<file path="src/rtl/fft_ram_buffer.sv">
// Complex sample store for an in-place radix-2 FFT. It loads input in bit-reversed order,
// serves the butterfly read and write ports while the FFT runs, then unloads in natural order.
module fft_ram_buffer #(
  parameter int N     = 8,
  parameter int L_max = 3,
  parameter int DW    = 16
) (
  input  logic             clk,
  input  logic             rst,
  // time-domain input stream
  input  logic             din_valid,
  input  logic [DW-1:0]    din_re,
  input  logic [DW-1:0]    din_im,
  output logic             din_ready,
  output logic             initial_flag,
  // butterfly read port pair
  input  logic             rd_en,
  input  logic [L_max-1:0] rd_add1,
  input  logic [L_max-1:0] rd_add2,
  output logic             rd_valid,
  output logic [DW-1:0]    a_re,
  output logic [DW-1:0]    a_im,
  output logic [DW-1:0]    b_re,
  output logic [DW-1:0]    b_im,
  // butterfly write port pair
  input  logic             wr_en,
  input  logic [L_max-1:0] wr_add1,
  input  logic [L_max-1:0] wr_add2,
  input  logic [DW-1:0]    wa_re,
  input  logic [DW-1:0]    wa_im,
  input  logic [DW-1:0]    wb_re,
  input  logic [DW-1:0]    wb_im,
  // frequency-domain output stream
  input  logic             flag_fftfinish,
  output logic             dout_valid,
  output logic [DW-1:0]    dout_re,
  output logic [DW-1:0]    dout_im,
  output logic [L_max-1:0] dout_index,
  output logic             dout_last
);

  typedef enum logic [1:0] {
    S_LOAD    = 2'd0,
    S_COMPUTE = 2'd1,
    S_UNLOAD  = 2'd2
  } state_t;

  localparam logic [L_max-1:0] LAST_ADDR = L_max'(N - 1);

  state_t           state;
  logic [L_max-1:0] cnt;
  logic [L_max-1:0] ucnt;     // next unload address to issue
  logic             u_done;   // all N unload reads issued
  logic             u_valid;  // unload read stage holds a valid address
  logic [L_max-1:0] u_idx;

  logic [2*DW-1:0]  mem [N];

  logic load_fire;
  logic rd_fire;
  logic wr_fire;

  function automatic logic [L_max-1:0] bitrev(input logic [L_max-1:0] x);
    logic [L_max-1:0] r;
    for (int i = 0; i < L_max; i++) begin
      r[i] = x[L_max-1-i];
    end
    return r;
  endfunction

  // din_ready is only high in LOAD, so it doubles as the load-state qualifier.
  assign load_fire = (state == S_LOAD) && din_ready && din_valid;
  assign rd_fire   = (state == S_COMPUTE) && rd_en;
  assign wr_fire   = (state == S_COMPUTE) && wr_en;

  // NOTE: the sample store has no reset; a frame is always fully rewritten before it is read,
  // and leaving it unreset lets it map onto distributed RAM.
  always_ff @(posedge clk) begin
    if (load_fire) begin
      mem[bitrev(cnt)] <= {din_re, din_im};
    end
    if (wr_fire) begin
      // B is written second so it overrides A when both target the same word.
      mem[wr_add1] <= {wa_re, wa_im};
      mem[wr_add2] <= {wb_re, wb_im};
    end
  end

  // NOTE: non-blocking reads of mem sample the value before this edge's writes,
  // which gives read-before-write on an address collision.
  always_ff @(posedge clk) begin
    if (rst) begin
      rd_valid <= 1'b0;
      a_re     <= '0;
      a_im     <= '0;
      b_re     <= '0;
      b_im     <= '0;
    end else begin
      rd_valid <= rd_fire;
      if (rd_fire) begin
        {a_re, a_im} <= mem[rd_add1];
        {b_re, b_im} <= mem[rd_add2];
      end
    end
  end

  always_ff @(posedge clk) begin
    if (rst) begin
      state        <= S_LOAD;
      cnt          <= '0;
      din_ready    <= 1'b1;
      initial_flag <= 1'b0;
      ucnt         <= '0;
      u_done       <= 1'b0;
      u_valid      <= 1'b0;
      u_idx        <= '0;
    end else begin
      initial_flag <= 1'b0;
      case (state)
        S_LOAD: begin
          if (!din_ready) begin
            // one idle cycle after the final unloaded sample before accepting input
            din_ready <= 1'b1;
          end else if (load_fire) begin
            cnt <= cnt + 1'b1;
            if (cnt == LAST_ADDR) begin
              state        <= S_COMPUTE;
              din_ready    <= 1'b0;
              initial_flag <= 1'b1;
            end
          end
        end

        S_COMPUTE: begin
          if (flag_fftfinish) begin
            state  <= S_UNLOAD;
            ucnt   <= '0;
            u_done <= 1'b0;
          end
        end

        S_UNLOAD: begin
          if (!u_done) begin
            u_valid <= 1'b1;
            u_idx   <= ucnt;
            ucnt    <= ucnt + 1'b1;
            if (ucnt == LAST_ADDR) begin
              u_done <= 1'b1;
            end
          end else begin
            u_valid <= 1'b0;
          end
          if (u_valid && (u_idx == LAST_ADDR)) begin
            state <= S_LOAD;
            cnt   <= '0;
          end
        end

        default: begin
          state     <= S_LOAD;
          cnt       <= '0;
          din_ready <= 1'b1;
          u_valid   <= 1'b0;
        end
      endcase
    end
  end

  // Second unload stage: registers the word addressed by the first stage.
  always_ff @(posedge clk) begin
    if (rst) begin
      dout_valid <= 1'b0;
      dout_re    <= '0;
      dout_im    <= '0;
      dout_index <= '0;
      dout_last  <= 1'b0;
    end else begin
      dout_valid <= u_valid;
      dout_last  <= u_valid && (u_idx == LAST_ADDR);
      if (u_valid) begin
        {dout_re, dout_im} <= mem[u_idx];
        dout_index         <= u_idx;
      end
    end
  end

endmodule

</file>
<file path="config.mk">
export PLATFORM = sky130hd
export DESIGN_NAME = fft_ram_buffer
export DESIGN_NICKNAME = d
export VERILOG_FILES = /design/src/rtl/fft_ram_buffer.sv
export SDC_FILE = /design/constraint.sdc
export NUM_CORES = 1
export LEC_CHECK = 0
export ABC_CLOCK_PERIOD_IN_PS = 4800
export CORE_MARGIN = 10
export CORE_UTILIZATION = 25
export CTS_CLUSTER_DIAMETER = 60
export CTS_CLUSTER_SIZE = 40
export DETAILED_ROUTE_END_ITERATION = 8
export SLEW_MARGIN = 5
export SYNTH_ARGS = -nofsm -noshare
export SYNTH_HDL_FRONTEND = slang
export SYNTH_SLANG_ARGS = --single-unit
</file>
<file path="constraint.sdc">
create_clock -name clk -period 4.8 [get_ports clk]
set_input_delay 0.96 -clock clk [delete_from_list [all_inputs] [get_ports clk]]
set_output_delay 0.96 -clock clk [all_outputs]
set_load 0.01 [all_outputs]
</file>
==> impl_summary.txt <==
----------------------------------------------------
[Hold path]
  Worst min-delay path endpoint ... a_im[15]
  Type of the most critical hold path ... reg -> reg
  Cell depth of the worst min-delay path ... 2
  Hold path startpoint ... a_im[15]

[Outcome]
  Status ... complete, no violations

[Yosys]
  Gate count after technology mapping ... 1732
  Share of async-settable or async-resettable flops after synthesis ... 0
  Distinct cell type count after synthesis ... 42
  Flip-flop and latch count after synthesis ... 373
  Number of enable-type register cells in the synthesized netlist ... 256
  Net count of the mapped netlist ... 1855
  Count of yosys warnings during synthesis ... 0
  Primary flip-flop cell chosen by synthesis mapping ... sky130_fd_sc_hd__edfxtp_1
  Cells taking the most area after synthesis ... sky130_fd_sc_hd__edfxtp_1 (37%), sky130_fd_sc_hd__mux4_2 (17%), sky130_fd_sc_hd__dfxtp_1 (11%)
  Synthesized area divided by synthesized cell count ... 12.0 um2
  Total standard cell area after synthesis ... 20800 um2
  Library cell occupying the most area in the post-synthesis netlist ... sky130_fd_sc_hd__edfxtp_1
  Share of the yosys chip area belonging to registers ... 0.482
  Proportion of netlist area held by the largest area contributor ... 0.370

[Flow run]
  Max Cap Violations ... 0

[Floorplanning]
  Io pins ... 218
  Initial core utilization ... 0.253
  Area of the core ... 82200 um2
  Standard-cell rows ... 105
  Overall die area ... 95200 um2
  Height of the die ... 308 um
  Horiz. Die Dim ... 308 um

[Global routing]
  Global-route congestion overflow total ... 0
  Number of global-route vias before repair ... 16300
  Maximum number of pins on one net before global-route repair ... 65
  Met2 track demand over resource in global routing ... 0.256
  Initial antenna violation count ... 8
  Global route hottest layer ... met2
  Global-route wire length before repair ... 114000 um
  Met1 capacity usage during global routing ... 0.208
  Total Routing Usage GR ... 0.162
  Grt met3 use ... 0.0469

[Placed design]
  HPWL after detailed placement ... 54100 um
  Last weighted congestion value of the routability-driven placer ... 0.845
  Port Buffers ... 217
  Worst Setup Slack post-DPL ... 0.767 ns

[Critical path]
  Required time worst endpoint ... 5.05 ns
  Biggest cell delay along the critical path ... 0.93 ns
  Slowest-stage cell, CP ... sky130_fd_sc_hd__nor4b_4
  Cells traversed along the worst timing path ... inv_1, ha_1, nand2_4, nor4b_4, o21bai_4, buf_4
  Terminus of the critical flop-to-flop path ... mem[2][27]
  Startpoint Class ... flip-flop
  R2r setup slk ... 1.13 ns
  R2r startpoint ... state[1]
  Largest fanout on the critical path ... 26
  Category of the worst setup path capture point ... flip-flop
  Data arrival time of the worst path ... 3.92 ns
  Depth of the worst register-to-register path ... 6
  Path type of the worst setup path ... reg -> reg

[Clock network]
  Root buffer selected by CTS ... sky130_fd_sc_hd__clkbuf_16
  Maximum count of clock buffers along a single path ... 3
  Number of setup buffers added after CTS ... 0
  Gates resized, CTS repair ... 0
  Clk_lat worst skew ... 0.59 ns
  H-tree depth ... 2
  Clock tree from TritonCTS ... yes
  Reg clk slew, reported paths ... 0.08 ns
  Clock tree sinks ... 373
  Hold-fix buffers at CTS ... 0
  Total clock buffers created by CTS ... 36

[Timing]
  Setup Skew ... 0.0283 ns
  Least setup slack across all paths after layout ... 1.13 ns
  Hold Vio Cnt, Final ... 0
  Sum of negative setup slack ... 0 ns
  Final Max Slew Viols ... 0
  Number of setup violations in the final report ... 0
  Worst relative slew slack ... 0.127
  RSZ-0062 raised after global routing ... false
  Worst slew pin tran ... 1.30 ns
  Crit path time final ... 3.67 ns
  Final worst-path cycle share ... 0.764
  Achievable frequency ... 0.273 GHz

[Finish]
  Commonest non-fill, non-tap cell in the layout ... sky130_fd_sc_hd__edfxtp_1
  Fill cells ... 8218
  Commonest cells after routing, fill and taps aside ... sky130_fd_sc_hd__edfxtp_1 (256), sky130_fd_sc_hd__nor2_1 (244), sky130_fd_sc_hd__clkdlybuf4s50_1 (212)
  Share of final-layout standard cells stronger than drive strength 1 ... 0.238
  Nets ... 2002
  Layout area overhead ... 22.2%

[Routing]
  Iter 0 DRT Violations ... 1733
  Vias per cell ... 5.45
  First-pass DRT Iterations ... 5
  Per-cell routed wire length ... 26.6 um
  Remaining number of nets flagged by the antenna check after routing ... 0
  Vias after detailed routing ... 16200
  Count of unresolved DRC violations after routing ... 0
  Total length of routed wires ... 79400 um

[Power and ir drop]
  Leakage power total ... 8.44 nW
  Areal power density over the cells ... 288 nW/um2
  Worst supply voltage drop on vdd ... 0.000225 V

----------------------------------------------------
[sequential cells by signal (all words and copies together), names as in the netlist, 2 cells and up]
register,flops
a_im,16
a_re,16
b_im,16
b_re,16
cnt,3
dout_im,16
dout_index,3
dout_re,16
mem,256
state,2
u_idx,3
ucnt,3
[report_power, final]
part           leakage [nW]  internal [mW]  switching, mW  total (mW)
Sequential             3.27           3.48         0.0353        3.51
Clock                 0.638           1.67           1.50        3.18
Combinational          4.53          0.314          0.311       0.625
[synth_stat cells (all sizes together) (10+ instances only)]
cell type	number
a21oi	201
a221oi	33
buf	114
clkbuf	35
dfxtp	117
edfxtp	256
mux2	153
mux2i	47
mux4	160
nand2	140
nor2	244
nor2b	37
nor3	70
o21ai	10
o22ai	64
[metal layers]
layer,vias to the layer above,wire length [um]
met1,8111,31300
met4,8,2290
met3,152,9360
met5,-,55
li1,6924,-
met2,1052,36400
[worst max-delay path by stage]
stage / startpoint / endpoint / slack [ns]
after floorplan: wr_en / mem[3][0] / 0.34
after global placement: wr_en / mem[2][26] / 0.82
after detailed placement: wr_en / mem[2][25] / 0.77
after CTS: state[1] / mem[2][27] / 1.16
after global routing: state[1] / mem[2][27] / 1.02
final: state[1] / mem[2][27] / 1.13
[through the flow]
stage / hold WS (ns) / instance area [um2] / util / total power [mW] / cells
3_5_place_dp: 0.480 / 24100 / 0.293 / 4.20 / 2911
4_1_cts: 0.495 / 25400 / 0.309 / 7.35 / 2977
5_1_grt: 0.510 / 25400 / 0.309 / 7.53 / 2981
2_1_floorplan: 0.474 / 20800 / - / 3.94 / 1732
6_report: 0.492 / 25400 / 0.309 / 7.31 / 2981
3_3_place_gp: 0.479 / 24100 / 0.293 / 4.19 / 2911
[final cells by class]
class                           instances  area, um2  area share
Antenna cell                            4       10.0    0.000394
Clock buffer                           40        978      0.0385
Clock inverter                         26        349      0.0137
Inverter                                4       15.0    0.000591
Multi-Input combinational cell       1206      10100       0.399
Sequential cell                       373      10000       0.395
Tap cell                             1070       1340      0.0527
Timing Repair Buffer                  258       2550       0.100
[critical path: cells and delay by family (launching register included)]
kind	cells	cell delay [ns]
flip-flops	1	0.32
AND/OR/NAND/NOR	2	1.31
adder cells (fa/ha/maj)	1	0.52
buffers and inverters	2	0.53
AO/OA/AOI/OAI	1	0.58
[cell families after synthesis]
group                      Yosys count  share of synthesized area
and+or+nand+nor                    518                      0.108
DFF                                373                      0.482
muxes                              360                      0.279
AOI/OAI and AO/OA                  319                     0.0887
buffers and inverters              153                     0.0370
adders and majority gates            9                    0.00541
Power figures use the tool's default switching activity.
